File: src/rtl/decode_forward_stage.sv
// ID/EX boundary: forwarded operand resolution, predicate squash, stall/flush bubbles.
// Optional saturating stall counter built only when STALL_PERF_CNT_EN is defined.
module decode_forward_stage #(
    parameter int DW     = 32,
    parameter int CTRL_W = 8
) (
    input  logic              clk,
    input  logic              rst_n,
    input  logic [DW-1:0]     BusA_RF,
    input  logic [DW-1:0]     BusB_RF,
    input  logic [DW-1:0]     BusP_RF,
    input  logic [DW-1:0]     ALU_EX,
    input  logic [DW-1:0]     Res_MEM,
    input  logic [DW-1:0]     BusW_WB,
    input  logic [1:0]        FWA,
    input  logic [1:0]        FWB,
    input  logic [1:0]        FWP,
    input  logic              Stall,
    input  logic              Flush,
    input  logic [CTRL_W-1:0] ctrl_ID,
    input  logic              pred_en_ID,
    input  logic [DW-1:0]     Imm_ID,
    input  logic [4:0]        RW_ID,
    input  logic [DW-1:0]     PC_ID,
    output logic [DW-1:0]     A_EX,
    output logic [DW-1:0]     B_EX,
    output logic [DW-1:0]     Imm_EX,
    output logic [DW-1:0]     PC_EX,
    output logic [CTRL_W-1:0] ctrl_EX,
    output logic [4:0]        RW_EX,
    output logic              valid_EX,
    output logic              pc_en,
    output logic              ifid_en,
    output logic              ifid_flush,
    output logic [31:0]       stall_cnt
);

    function automatic logic [DW-1:0] fwd_sel(
        input logic [1:0]    sel,
        input logic [DW-1:0] rf,
        input logic [DW-1:0] ex,
        input logic [DW-1:0] mem,
        input logic [DW-1:0] wb
    );
        logic [DW-1:0] res;
        case (sel)
            2'b00:   res = rf;
            2'b01:   res = ex;
            2'b10:   res = mem;
            2'b11:   res = wb;
            default: res = rf;
        endcase
        return res;
    endfunction

    logic [DW-1:0]     a_fwd_s;
    logic [DW-1:0]     b_fwd_s;
    logic [DW-1:0]     p_fwd_s;
    logic              pred_false_s;
    logic              bubble_s;
    logic              pc_en_s;
    logic              ifid_en_s;
    logic              ifid_flush_s;
    logic [DW-1:0]     a_r;
    logic [DW-1:0]     b_r;
    logic [DW-1:0]     imm_r;
    logic [DW-1:0]     pc_r;
    logic [CTRL_W-1:0] ctrl_r;
    logic [4:0]        rw_r;
    logic              valid_r;

    // Operand forwarding and predicate evaluation
    always_comb begin
        a_fwd_s      = fwd_sel(FWA, BusA_RF, ALU_EX, Res_MEM, BusW_WB);
        b_fwd_s      = fwd_sel(FWB, BusB_RF, ALU_EX, Res_MEM, BusW_WB);
        p_fwd_s      = fwd_sel(FWP, BusP_RF, ALU_EX, Res_MEM, BusW_WB);
        pred_false_s = pred_en_ID & (p_fwd_s == {DW{1'b0}});
    end

    // Load decision: a flush kills any concurrent stall since the dependent instruction dies
    always_comb begin
        pc_en_s      = 1'b1;
        ifid_en_s    = 1'b1;
        ifid_flush_s = 1'b0;
        bubble_s     = 1'b0;
        if (Flush) begin
            pc_en_s      = 1'b1;
            ifid_en_s    = 1'b1;
            ifid_flush_s = 1'b1;
            bubble_s     = 1'b1;
        end else if (Stall) begin
            pc_en_s      = 1'b0;
            ifid_en_s    = 1'b0;
            ifid_flush_s = 1'b0;
            bubble_s     = 1'b1;
        end else begin
            pc_en_s      = 1'b1;
            ifid_en_s    = 1'b1;
            ifid_flush_s = 1'b0;
            bubble_s     = 1'b0;
        end
    end

    // ID/EX pipeline register; bubbles clear only control, data keeps its last value
    always_ff @(posedge clk or negedge rst_n) begin
        if (!rst_n) begin
            a_r     <= {DW{1'b0}};
            b_r     <= {DW{1'b0}};
            imm_r   <= {DW{1'b0}};
            pc_r    <= {DW{1'b0}};
            ctrl_r  <= {CTRL_W{1'b0}};
            rw_r    <= 5'd0;
            valid_r <= 1'b0;
        end else if (bubble_s) begin
            ctrl_r  <= {CTRL_W{1'b0}};
            rw_r    <= 5'd0;
            valid_r <= 1'b0;
        end else begin
            a_r     <= a_fwd_s;
            b_r     <= b_fwd_s;
            imm_r   <= Imm_ID;
            pc_r    <= PC_ID;
            ctrl_r  <= pred_false_s ? {CTRL_W{1'b0}} : ctrl_ID;
            rw_r    <= pred_false_s ? 5'd0 : RW_ID;
            valid_r <= ~pred_false_s;
        end
    end

`ifdef STALL_PERF_CNT_EN
    logic [31:0] stall_cnt_r;

    // Saturating count of cycles actually lost to stalls (flushed stalls excluded)
    always_ff @(posedge clk or negedge rst_n) begin
        if (!rst_n) begin
            stall_cnt_r <= 32'd0;
        end else if (Stall && !Flush && (stall_cnt_r != 32'hFFFF_FFFF)) begin
            stall_cnt_r <= stall_cnt_r + 32'd1;
        end else begin
            stall_cnt_r <= stall_cnt_r;
        end
    end

    assign stall_cnt = stall_cnt_r;
`else
    assign stall_cnt = 32'd0;
`endif

    assign A_EX       = a_r;
    assign B_EX       = b_r;
    assign Imm_EX     = imm_r;
    assign PC_EX      = pc_r;
    assign ctrl_EX    = ctrl_r;
    assign RW_EX      = rw_r;
    assign valid_EX   = valid_r;
    assign pc_en      = pc_en_s;
    assign ifid_en    = ifid_en_s;
    assign ifid_flush = ifid_flush_s;

endmodule
File: config.mk
export PLATFORM = sky130hd
export DESIGN_NAME = decode_forward_stage
export DESIGN_NICKNAME = d
export VERILOG_FILES = /design/src/rtl/decode_forward_stage.sv
export SDC_FILE = /design/constraint.sdc
export NUM_CORES = 1
export LEC_CHECK = 0
export BUFFER_PORTS_ARGS = -buffer_cell sky130_fd_sc_hd__buf_2
export CORE_AREA = 2 2 176 178
export CTS_BUF_LIST = sky130_fd_sc_hd__clkbuf_16
export DETAILED_ROUTE_END_ITERATION = 10
export DIE_AREA = 0 0 178 180
export GPL_TIMING_DRIVEN = 0
export PLACE_DENSITY_LB_ADDON = 0.3
export SYNTH_ARGS = -nofsm -noshare
export SYNTH_HDL_FRONTEND = slang
export SYNTH_SLANG_ARGS = --single-unit
File: constraint.sdc
create_clock -name clk -period 0.9 [get_ports clk]
set_input_delay 0.135 -clock clk [delete_from_list [all_inputs] [get_ports clk]]
set_output_delay 0.135 -clock clk [all_outputs]
set_load 0.01 [all_outputs]
==> parameters.txt <==
Parameter                              Value

Run status
  Run status    complete, but fails checks
  Violations in the final reports    negative hold slack, negative setup slack

Setup path
  Crit start category    input port
  Worst-case reg-to-reg path depth    3
  Crit Reg-Reg Startpoint    PC_EX[18]
  CP Class    in -> reg
  Terminus of the critical flop-to-flop path    PC_EX[18]
  Data arrival at the endpoint of the critical path    1750 ps
  Setup slack on the worst flop-to-flop path    -100 ps
  Worst path required time    1210 ps
  Kind of end point of the critical path    register
  Top fanout value on the critical path    10

Placed design
  Total half-perimeter wirelength after legalization and detailed placement    23700 um
  Placer congestion estimate    0.847
  Post-placement setup slack    -1410 ps
  Number of I/O port buffers    422

Global routing
  Maximum number of pins on one net before global-route repair    85
  Number of global-route vias before repair    7108
  Total global-route track usage    19.2%
  Antenna violations before repair    4
  First-pass GRT wire length    44700 um
  Global route total overflow    0

Timing
  Final Critical Period    1440 ps
  Final setup violation count    190
  RSZ-0062 raised after global routing    true
  Slew at the pin with the worst max-slew slack    598 ps
  Pins Over Slew Limit    0
  Post-route fraction of the period consumed by the critical path    160%
  Final critical-path setup slack    -539 ps
  Setup skew after layout    0 ps
  Hold WS    -313 ps
  Max Fclk    0.695 GHz
  Setup TNS after final layout    -33060 ps
  Relative slew margins    60.1%
  Hold Vio Cnt, Final    58

Finish
  Share of cells above drive strength 1    72.0%
  Count of nets after finishing    1397
  Commonest cells after routing, fill and taps aside    sky130_fd_sc_hd__buf_2 (347), sky130_fd_sc_hd__dfrtp_1 (142), sky130_fd_sc_hd__buf_6 (110)
  Layout Area Growth over Synthesis    86.6%
  Leading cell type in the layout, fill and taps excluded    sky130_fd_sc_hd__buf_2

Power
  Clock share of power    33.5%
  Leakage    6.62 nW
  Maximum vdd ir drop    1.12 mV
  Power Density    1690 nW/um^2
  Seq pwr share    34.7%
  Proportion of power drawn by combinational gates    31.8%
  P_sw    6.53 mW
  Net Sw Frac    28.0%
  Internal Pwr Total    16.8 mW

Synthesis
  YS warnings    0
  Proportion of synthesized chip area in sequential cells    48.2%
  Synthesized cell area    7370 sq um
  Number of instances in the synthesized netlist    481
  Post-synthesis register bit count    142
  Number of distinct library cell variants in the gate-level netlist after synthesis    23
  Average size of a mapped cell    15.3 sq um

Min path
  Path class of the lowest-slack min-delay path    in -> async

Floorplanning
  Core area    30200 sq um
  Overall die area    32000 sq um
  Standard-cell rows    64
  Top-level I/O count    457
  Die extent in x    178 um
  Starting density of the core    24.4%
  Die span in y    180 um

Drt
  Pre-antenna DRT Iters    4
  Violation count after the first detailed-route iteration    259
  Via density per instance    4.48
  Detailed Route WL    32100 um
  Routed len/inst    21.0 um
  Count of vias placed by the detailed router    6847
  Residual DRC    0
  Number of routed nets with antenna violations    0

CTS
  Clock root buffer    sky130_fd_sc_hd__clkbuf_16
  Maximum count of clock buffers along a single path    2
  H-tree levels    4
  Quantity of hold-fixing buffers added after cts    77
  TritonCTS Buffers    17
  Sink Count    142
  Clock tree from TritonCTS    done
  Clock latency of the later-clocked register in the worst-skew pair    410 ps
  Post-CTS clock slew at the launch and capture registers of the worst setup and hold paths    70 ps

Run
  # Max-Cap Violations    0
-- layout make-up --
class                   count  area, sq um
multi-input cells         293         3870
repair buffers            590         4420
flip-flops and latches    142         3550
diodes                      2         5.00
clock inverters            15          210
well taps                 396          495
plain buffers              60          727
clock buffers              17          425
inverters                  13         48.8
fillers                  2660        16400
-- worst max path at each step --
| stage | depth (start not counted) | to | start |
|---|---|---|---|
| 6_report | 7 | ctrl_EX[5] | FWP[1] |
| 5_1_grt | 8 | ctrl_EX[5] | ALU_EX[19] |
| 4_1_cts | 8 | ctrl_EX[0] | ALU_EX[19] |
| 3_5_place_dp | 6 | ctrl_EX[0] | BusW_WB[11] |
| 3_3_place_gp | 1 | A_EX[16] | rst_n |
| 2_1_floorplan | 6 | RW_EX[2] | ALU_EX[2] |
-- metrics by stage --
stage | instance area (sq um) | hold WS [ps] | utilization (%) | total power [mW] | std cells
after floorplan | 7960 | -161 | - | 10.8 | 512
after global placement | 10600 | 361 | 35.0 | 13.3 | 1330
after detailed placement | 10600 | 154 | 35.1 | 13.4 | 1331
after CTS | 13200 | -308 | 43.9 | 22.9 | 1505
after global routing | 13800 | -302 | 45.6 | 24.4 | 1527
final | 13800 | -313 | 45.6 | 23.3 | 1528
-- cells in the mapped netlist, drive strengths merged --
master,instances,area share (%)
a41o,1,0.15
buf,62,5.9
clkbuf,2,0.10
conb,1,0.051
dfrtp,142,48
inv,13,0.66
mux2,128,20
mux4,64,20
nand2b,1,0.085
nand3,5,0.34
nand4,6,0.51
nor2,7,0.36
nor2b,1,0.085
nor3,18,1.2
nor4,26,2.2
nor4b,2,0.24
o311ai,1,0.36
or3,1,0.15
-- state kept, by name, summed over array words and instances (netlist names) --
name,cells
RW_EX,5
PC_EX,32
ctrl_EX,8
Imm_EX,32
B_EX,32
valid_EX,1
A_EX,32
-- logic make-up after synthesis --
logic type	count (synthesis)	share of synthesized area, %
compound gates	2	0.509
buf+inv	77	6.67
flops	142	48.2
mux	192	39.4
other cells	1	0.0509
simple gates	67	5.19
-- metal layers --
layer / routed length, um / GRT usage (%)
met1: 12600 / 22.5
met2: 16400 / 33.9
met3: 2440 / 5.01
met4: 607 / 5.77
met5: 27 / 0
-- power by group through the flow --
stage | registers, mW | logic, mW | clock network (mW)
2_1_floorplan | 8.51 | 2.31 | 0
3_3_place_gp | 7.99 | 5.34 | 0
3_5_place_dp | 8.03 | 5.39 | 0
4_1_cts | 7.98 | 6.85 | 8.02
5_1_grt | 8.21 | 7.89 | 8.31
6_report | 8.09 | 7.42 | 7.80
-- worst max-delay path: stages --
cell	delay (ps)
sky130_fd_sc_hd__buf_2	190
sky130_fd_sc_hd__nor4b_1	350
sky130_fd_sc_hd__nand4_1	370
sky130_fd_sc_hd__o311ai_4	330
sky130_fd_sc_hd__buf_6	170
sky130_fd_sc_hd__buf_8	140
sky130_fd_sc_hd__nor3_1	50
-- timing repair --
| action | 4_1_cts | 5_1_grt |
|---|---|---|
| resized for setup | 133 | 76 |
| endpoints found under the setup margin | 282 | 268 |
| pin swaps | 5 | 4 |
| cloned | 8 | 3 |
| buffers inserted | 58 | 35 |
| hold endpoints to repair | 135 | 58 |
Note: power is estimated with default switching activity, not from simulation.
